<file path="src/rtl/dlf16_pkg.sv">
// DLFloat16 format constants and field layout shared by the int-to-float converter.
package dlf16_pkg;

  localparam int unsigned DLF_EXP_W  = 6;
  localparam int unsigned DLF_FRAC_W = 9;
  localparam int unsigned DLF_BIAS   = 31;

  // Largest finite magnitude; exp=63/frac=1FF is reserved for NaN/Inf.
  localparam logic [14:0] DLF_MAX_FINITE = 15'h7FFE;
  localparam logic [15:0] DLF_ZERO       = 16'h0000;

  typedef struct packed {
    logic                  sign;
    logic [DLF_EXP_W-1:0]  exp;
    logic [DLF_FRAC_W-1:0] frac;
  } dlf16_t;

endpackage

</file>
<file path="src/rtl/fp_lzc.sv">
// Parametrised leading-zero counter. count = W when the input is all zeros.
module fp_lzc #(
  parameter int unsigned W    = 32,
  parameter int unsigned CntW = $clog2(W + 1)
) (
  input  logic [W-1:0]    data,
  output logic [CntW-1:0] count,
  output logic            all_zero
);

  // Scan upward so the highest set bit decides the count.
  always_comb begin
    count = CntW'(W);
    for (int i = 0; i < W; i++) begin
      if (data[i]) begin
        count = CntW'(W - 1 - i);
      end
    end
  end

  // Zero detect, independent of the scan.
  assign all_zero = ~|data;

endmodule

</file>
<file path="src/rtl/fp_int2float_pipe.sv">
// Pipelined integer to DLFloat16 converter: capture -> normalise -> round/pack.
// Round-to-nearest-even, saturating to max finite on overflow.
// Optional feature: define FP_I2F_FLAGS_EN to add out_flags = {overflow, inexact}.
module fp_int2float_pipe
  import dlf16_pkg::*;
#(
  parameter int unsigned INT_W   = 32,
  parameter int unsigned PIPE_S2 = 1
) (
  input  logic             clk,
  input  logic             rst,
  input  logic             in_valid,
  output logic             in_ready,
  input  logic [INT_W-1:0] in_int,
  input  logic             in_signed,
  output logic             out_valid,
  input  logic             out_ready,
  output logic [15:0]      out_float
`ifdef FP_I2F_FLAGS_EN
  ,
  output logic [1:0]       out_flags
`endif
);

  localparam int unsigned LzW  = $clog2(INT_W + 1);
  localparam int unsigned ExtW = INT_W + 10;

  logic s1_ready, s2_ready, s3_ready;

  // ---------------- S1: capture sign and magnitude ----------------
  logic             s1_valid_q, s1_sign_q;
  logic [INT_W-1:0] s1_mag_q;
  logic             in_sign;

  assign in_sign  = in_signed & in_int[INT_W-1];
  assign s1_ready = ~s1_valid_q | s2_ready;
  assign in_ready = s1_ready;

  // S1 register; most-negative input wraps to 2^(INT_W-1) as an unsigned magnitude.
  always_ff @(posedge clk or posedge rst) begin
    if (rst) begin
      s1_valid_q <= 1'b0;
      s1_sign_q  <= 1'b0;
      s1_mag_q   <= '0;
    end else if (s1_ready) begin
      s1_valid_q <= in_valid;
      if (in_valid) begin
        s1_sign_q <= in_sign;
        s1_mag_q  <= in_sign ? (~in_int + INT_W'(1)) : in_int;
      end
    end
  end

  // ---------------- S2: normalise ----------------
  logic [LzW-1:0]   s2_lz;
  logic             s2_zero_d;
  logic [INT_W-1:0] s2_norm_d;
  logic [7:0]       s2_exp_d;

  fp_lzc #(
    .W    (INT_W),
    .CntW (LzW)
  ) u_lzc (
    .data     (s1_mag_q),
    .count    (s2_lz),
    .all_zero (s2_zero_d)
  );

  assign s2_norm_d = s1_mag_q << s2_lz;
  assign s2_exp_d  = 8'(INT_W - 1) - 8'(s2_lz);

  // Inputs to the round stage, either registered or straight from S2 logic.
  logic             s3_in_valid, s3_in_sign, s3_in_zero;
  logic [7:0]       s3_in_exp;
  logic [INT_W-1:0] s3_in_norm;

  if (PIPE_S2 != 0) begin : g_s2_reg
    logic             valid_q, sign_q, zero_q;
    logic [7:0]       exp_q;
    logic [INT_W-1:0] norm_q;

    assign s2_ready = ~valid_q | s3_ready;

    // S2 register between normalise and round.
    always_ff @(posedge clk or posedge rst) begin
      if (rst) begin
        valid_q <= 1'b0;
        sign_q  <= 1'b0;
        zero_q  <= 1'b0;
        exp_q   <= '0;
        norm_q  <= '0;
      end else if (s2_ready) begin
        valid_q <= s1_valid_q;
        if (s1_valid_q) begin
          sign_q <= s1_sign_q;
          zero_q <= s2_zero_d;
          exp_q  <= s2_exp_d;
          norm_q <= s2_norm_d;
        end
      end
    end

    assign s3_in_valid = valid_q;
    assign s3_in_sign  = sign_q;
    assign s3_in_zero  = zero_q;
    assign s3_in_exp   = exp_q;
    assign s3_in_norm  = norm_q;
  end else begin : g_s2_comb
    assign s2_ready    = s3_ready;
    assign s3_in_valid = s1_valid_q;
    assign s3_in_sign  = s1_sign_q;
    assign s3_in_zero  = s2_zero_d;
    assign s3_in_exp   = s2_exp_d;
    assign s3_in_norm  = s2_norm_d;
  end

  // ---------------- S3: round and pack ----------------
  logic [ExtW-1:0] ext;
  logic [8:0]      frac_raw, frac_rnd;
  logic [9:0]      frac_sum;
  logic            guard, sticky, round_up, overflow;
  logic [7:0]      exp_b;
  dlf16_t          res;
  logic            unused_lead_one;

  // Zero-padding below the operand covers narrow INT_W without special cases.
  assign ext             = {s3_in_norm, 10'b0};
  assign unused_lead_one = ext[ExtW-1];

  // Round-to-nearest-even, carry into exponent, saturate on overflow.
  always_comb begin
    frac_raw = ext[INT_W+8 -: 9];
    guard    = ext[INT_W-1];
    sticky   = |ext[INT_W-2:0];
    round_up = guard & (sticky | frac_raw[0]);
    frac_sum = {1'b0, frac_raw} + 10'(round_up);
    frac_rnd = frac_sum[8:0];
    exp_b    = s3_in_exp + 8'(DLF_BIAS) + 8'(frac_sum[9]);
    overflow = ~s3_in_zero &
               ((exp_b > 8'd63) || ((exp_b == 8'd63) && (frac_rnd == 9'h1FF)));
    res      = DLF_ZERO;
    if (s3_in_zero) begin
      res = DLF_ZERO;
    end else if (overflow) begin
      res = {s3_in_sign, DLF_MAX_FINITE};
    end else begin
      res = {s3_in_sign, exp_b[5:0], frac_rnd};
    end
  end

  logic        s3_valid_q;
  logic [15:0] s3_float_q;

  assign s3_ready = ~s3_valid_q | out_ready;

`ifdef FP_I2F_FLAGS_EN
  logic       inexact;
  logic [1:0] s3_flags_q;

  assign inexact   = ~s3_in_zero & (guard | sticky | overflow);
  assign out_flags = s3_flags_q;

  // Flags travel with the result word.
  always_ff @(posedge clk or posedge rst) begin
    if (rst) begin
      s3_flags_q <= 2'b00;
    end else if (s3_ready && s3_in_valid) begin
      s3_flags_q <= {overflow, inexact};
    end
  end
`endif

  // Output register; data holds while stalled.
  always_ff @(posedge clk or posedge rst) begin
    if (rst) begin
      s3_valid_q <= 1'b0;
      s3_float_q <= DLF_ZERO;
    end else if (s3_ready) begin
      s3_valid_q <= s3_in_valid;
      if (s3_in_valid) begin
        s3_float_q <= res;
      end
    end
  end

  assign out_valid = s3_valid_q;
  assign out_float = s3_float_q;

endmodule

</file>
<file path="config.mk">
export PLATFORM = sky130hd
export DESIGN_NAME = fp_int2float_pipe
export DESIGN_NICKNAME = d
export VERILOG_FILES = /design/src/rtl/dlf16_pkg.sv /design/src/rtl/fp_lzc.sv /design/src/rtl/fp_int2float_pipe.sv
export SDC_FILE = /design/constraint.sdc
export NUM_CORES = 1
export LEC_CHECK = 0
export CORE_MARGIN = 8
export CORE_UTILIZATION = 35
export DETAILED_ROUTE_END_ITERATION = 7
export PLACE_DENSITY = 0.6
export SYNTH_ARGS = -nofsm -noshare
export SYNTH_HDL_FRONTEND = slang
export SYNTH_HIERARCHICAL = 1
export SYNTH_SLANG_ARGS = --single-unit
export TNS_END_PERCENT = 1
</file>
<file path="constraint.sdc">
create_clock -name clk -period 4.6 [get_ports clk]
set_input_delay 0.92 -clock clk [delete_from_list [all_inputs] [get_ports clk]]
set_output_delay 0.92 -clock clk [all_outputs]
set_load 0.03 [all_outputs]
</file>
==> impl_metrics.prom <==
# TYPE chip_impl_metric gauge
chip_impl_info{name="outcome",value="finished, final reports clean"} 1
chip_impl_metric{name="gr-usage-all-layers",unit="%"} 15.3
chip_impl_info{name="setup.worst_path.class",value="reg -> reg"} 1
chip_impl_metric{name="finalMaxSlewViolations",unit=""} 0
chip_impl_metric{name="pin_count_of_the_biggest_net_entering_global_routing",unit=""} 55
chip_impl_metric{name="post_cts_resized",unit=""} 0
chip_impl_metric{name="post-route-period-util",unit="%"} 80.8
chip_impl_metric{name="drt_via_density",unit=""} 5.71
chip_impl_metric{name="hold_viol_final",unit=""} 0
chip_impl_metric{name="yosys_register_bits",unit=""} 91
chip_impl_metric{name="final_net_count",unit=""} 765
chip_impl_metric{name="grt_antenna_before_repair",unit=""} 0
chip_impl_metric{name="switching_power",unit="mW"} 1.36
chip_impl_metric{name="worstMarginPinSlew",unit="ns"} 1.10
chip_impl_metric{name="setup-tns-final",unit="ns"} 0
chip_impl_metric{name="die_w",unit="um"} 150
chip_impl_metric{name="dp_worst_setup_slack",unit="ns"} 1.04
chip_impl_metric{name="holdWs",unit="ns"} 0.476
chip_impl_metric{name="cts_sinks",unit=""} 91
chip_impl_metric{name="edff_count_synth",unit=""} 0
chip_impl_metric{name="timing.critical_path.arrival",unit="ns"} 3.97
chip_impl_metric{name="worst_slew_margin_rel",unit="%"} 26.8
chip_impl_metric{name="p_seq_share",unit="%"} 37.2
chip_impl_metric{name="postSynthAreaPerCell",unit="sq um"} 9.17
chip_impl_metric{name="first_global_vias",unit=""} 5462
chip_impl_metric{name="layout-drive-gt1-share",unit="%"} 11.4
chip_impl_metric{name="firstDrtPassIters",unit=""} 5
chip_impl_metric{name="clock_latency",unit="ns"} 0.35
chip_impl_metric{name="setup_violations",unit=""} 0
chip_impl_info{name="tritoncts",value="done"} 1
chip_impl_metric{name="floorplan.core_area",unit="sq um"} 17800
chip_impl_metric{name="vdd_ir_drop_max",unit="V"} 0.000214
chip_impl_metric{name="ys_seq_area_share",unit="%"} 36.0
chip_impl_metric{name="maxClockFrequency",unit="GHz"} 0.269
chip_impl_metric{name="timing.clock.skew",unit="ns"} 0.00689
chip_impl_metric{name="half_perimeter_wire_length_after_detailed_placement",unit="mm"} 12.8
chip_impl_metric{name="cts.clk_slew.worst_paths",unit="ns"} 0.06
chip_impl_metric{name="route.detailed.wl_per_inst",unit="um"} 17.7
chip_impl_metric{name="finalWorstSetupSlack",unit="ns"} 0.884
chip_impl_metric{name="diodes",unit=""} 0
chip_impl_metric{name="initial_core_util",unit="%"} 35.5
chip_impl_metric{name="post_cts_hold_buffer_count",unit=""} 0
chip_impl_info{name="hp_class",value="reg -> reg"} 1
chip_impl_metric{name="yosysWarnings",unit=""} 6
chip_impl_metric{name="synth.net_count",unit=""} 731
chip_impl_metric{name="drt_wl_total",unit="mm"} 17.0
chip_impl_metric{name="io_pins",unit=""} 55
chip_impl_metric{name="drc_errors",unit=""} 0
chip_impl_metric{name="power_density",unit="nW/um^2"} 480
chip_impl_info{name="start_kind",value="flip-flop"} 1
chip_impl_metric{name="p_comb_share",unit="%"} 41.2
chip_impl_metric{name="critPathRequiredTime",unit="ns"} 4.85
chip_impl_metric{name="placement_rows",unit=""} 49
chip_impl_metric{name="wire_length_of_the_first_global_routing_pass",unit="mm"} 28.0
chip_impl_info{name="timing.critical_path.to_type",value="flip-flop"} 1
chip_impl_metric{name="io_buffers",unit=""} 54
chip_impl_metric{name="grt_overflow_total",unit=""} 0
chip_impl_metric{name="tritoncts.num_buffers",unit=""} 9
chip_impl_metric{name="postCtsSetupRepairBufs",unit=""} 0
chip_impl_metric{name="netSwitchingFraction",unit="%"} 38.4
chip_impl_info{name="cts.root.buffer_cell",value="sky130_fd_sc_hd__clkbuf_16"} 1
chip_impl_metric{name="netlist_instances",unit=""} 690
chip_impl_metric{name="drt.antenna.violating_nets",unit=""} 0
chip_impl_metric{name="gp_routability_congestion",unit=""} 0.883
chip_impl_metric{name="postSynth.asyncResetShare",unit="%"} 100
chip_impl_info{name="yosys.area.top_type",value="sky130_fd_sc_hd__dfrtp_1"} 1
chip_impl_metric{name="share_clk_of_total_power",unit="%"} 21.6
chip_impl_metric{name="p_leak",unit="nW"} 3.01
chip_impl_metric{name="finalWorstPathRequiredPeriod",unit="ns"} 3.72
chip_impl_metric{name="p_total",unit="mW"} 3.54
chip_impl_metric{name="design.die.area",unit="sq um"} 22600
chip_impl_info{name="yosys_most_used_dff",value="sky130_fd_sc_hd__dfrtp_1"} 1
chip_impl_metric{name="yosysUniqueCellTypes",unit=""} 70
chip_impl_metric{name="synth_top_area_share",unit="%"} 36.0
chip_impl_metric{name="cap_violations",unit=""} 0
chip_impl_info{name="synth.top_cells.by_area",value="sky130_fd_sc_hd__dfrtp_1 (36%), sky130_fd_sc_hd__mux2i_1 (5.4%), sky130_fd_sc_hd__mux4_2 (5.3%)"} 1
chip_impl_metric{name="fp.dieH",unit="um"} 150
chip_impl_metric{name="clockBufferDepth",unit=""} 2
chip_impl_metric{name="path_max_fanout",unit=""} 29
chip_impl_metric{name="syn-cell-area",unit="sq um"} 6330
chip_impl_metric{name="p_int",unit="mW"} 2.18
chip_impl_metric{name="detailedRoute.firstIterationViolations",unit=""} 356
chip_impl_metric{name="flow.area_growth_from_synthesis",unit="%"} 16.6
chip_impl_info{name="grt_setup_unrepaired",value="false"} 1
chip_impl_metric{name="number_of_levels_the_h_tree_was_split_into",unit=""} 3
chip_impl_metric{name="vias",unit=""} 5473
## cells in the mapped netlist (15+ instances only)
cell	number
sky130_fd_sc_hd__a21oi_1	19
sky130_fd_sc_hd__a31oi_1	18
sky130_fd_sc_hd__clkbuf_1	31
sky130_fd_sc_hd__dfrtp_1	91
sky130_fd_sc_hd__mux2_2	22
sky130_fd_sc_hd__mux2i_1	34
sky130_fd_sc_hd__mux4_2	15
sky130_fd_sc_hd__nand2_1	83
sky130_fd_sc_hd__nor2_1	49
sky130_fd_sc_hd__nor3_1	22
sky130_fd_sc_hd__nor4_1	15
sky130_fd_sc_hd__o21ai_0	59
sky130_fd_sc_hd__xnor2_1	32
## kinds of logic after synthesis
logic type / synth area share (%)
buffers and inverters: 4.17
adder cells (fa/ha/maj): 0.791
XOR/XNOR: 4.98
flip-flops: 36.0
AND/OR/NAND/NOR: 19.8
multiplexers: 14.6
AO/OA/AOI/OAI: 19.6
## routing by layer
layer / vias to the layer above / GRT usage [%] / wire (um)
met2: 148 / 25.2 / 7990
met3: 32 / 2.40 / 594
met1: 2634 / 19.5 / 7890
met4: 0 / 6.35 / 500
met5: - / 0 / 0
li1: 2659 / - / -
## final cells by class
| type | count | area (sq um) |
|---|---|---|
| tap | 229 | 287 |
| clock inverter | 1 | 30.0 |
| clock buffer | 15 | 278 |
| timing repair buffer | 67 | 638 |
| multi-input combinational | 538 | 3800 |
| sequential | 91 | 2280 |
| fill | 1775 | 10500 |
| inverter | 17 | 65.1 |
## critical path, cell delays in order, from the launching register on
cell and delay [ns]:
sky130_fd_sc_hd__dfrtp_1 0.48, sky130_fd_sc_hd__inv_1 0.08, sky130_fd_sc_hd__a21oi_1 0.17, sky130_fd_sc_hd__o21ai_0 0.10, sky130_fd_sc_hd__a2111oi_0 0.82, sky130_fd_sc_hd__a221oi_4 0.11, sky130_fd_sc_hd__buf_4 0.30, sky130_fd_sc_hd__mux2_2 0.31
sky130_fd_sc_hd__mux2i_1 0.09, sky130_fd_sc_hd__o21ai_0 0.72, sky130_fd_sc_hd__mux2i_1 0.22, sky130_fd_sc_hd__o221ai_1 0.23
## worst paths after layout
check	from	cells past startpoint	slack, ns	to
setup / recovery	s1_mag_q[15]	11	0.88	g_s2_reg.norm_q[28]
hold / removal	out_float[1]	2	0.48	out_float[1]
setup reg to reg	s1_mag_q[15]	11	0.88	g_s2_reg.norm_q[28]
hold reg to reg	out_float[1]	2	0.48	out_float[1]
max in group asynchronous	rst	3	2.53	g_s2_reg.norm_q[23]
min in group asynchronous	rst	2	1.06	out_float[15]
## power by group through the flow
stage                     sequential, mW  clock, mW  combinational [mW]
after floorplan                     1.33          0               0.970
after CTS                           1.32      0.784                1.46
after global placement              1.31          0                1.44
after global routing                1.36      0.817                1.60
final                               1.32      0.766                1.46
after detailed placement            1.33          0                1.46
## placed cells by master (no fill, tap or decap), types with 4 or more instances in the layout
master                            netlist  layout
sky130_fd_sc_hd__dfrtp_1               91      91
sky130_fd_sc_hd__nand2_1               83      83
sky130_fd_sc_hd__o21ai_0               59      59
sky130_fd_sc_hd__clkdlybuf4s50_1        0      54
sky130_fd_sc_hd__nor2_1                49      49
sky130_fd_sc_hd__mux2i_1               34      34
sky130_fd_sc_hd__xnor2_1               32      32
sky130_fd_sc_hd__mux2_2                22      22
sky130_fd_sc_hd__nor3_1                22      22
sky130_fd_sc_hd__a21oi_1               19      19
sky130_fd_sc_hd__a31oi_1               18      18
sky130_fd_sc_hd__mux4_2                15      15
sky130_fd_sc_hd__nor4_1                15      15
sky130_fd_sc_hd__a22oi_1               14      14
sky130_fd_sc_hd__inv_1                 14      13
sky130_fd_sc_hd__a21o_1                13      13
sky130_fd_sc_hd__buf_4                  6      13
sky130_fd_sc_hd__nand3_1               11      11
sky130_fd_sc_hd__a211oi_1              10      10
sky130_fd_sc_hd__clkbuf_16              0       9
sky130_fd_sc_hd__or4_1                  8       8
sky130_fd_sc_hd__o221ai_1               6       6
sky130_fd_sc_hd__or3_1                  6       6
sky130_fd_sc_hd__a22o_1                 6       6
sky130_fd_sc_hd__nor2b_1                5       5
sky130_fd_sc_hd__nand2b_1               5       5
sky130_fd_sc_hd__o31ai_1                5       5
sky130_fd_sc_hd__o31a_1                 4       4
sky130_fd_sc_hd__and2_1                 4       4
sky130_fd_sc_hd__nand4_1                4       4
sky130_fd_sc_hd__xor2_1                 4       4
sky130_fd_sc_hd__a32o_1                 4       4
sky130_fd_sc_hd__ha_1                   4       4
## registers in the layout, indices dropped and copies added (netlist names), 6 cells and up
name and flops:
g_s2_reg.exp_q 6, g_s2_reg.norm_q 31, out_float 16, s1_mag_q 32
## through the flow
stage,std cells,util [%],area (sq um)
after floorplan,690,-,6330
after global placement,942,39.6,7070
after detailed placement,942,39.6,7070
after CTS,958,41.3,7380
after global routing,958,41.3,7380
final,958,41.3,7380
Note: power is estimated with default switching activity, not from simulation.
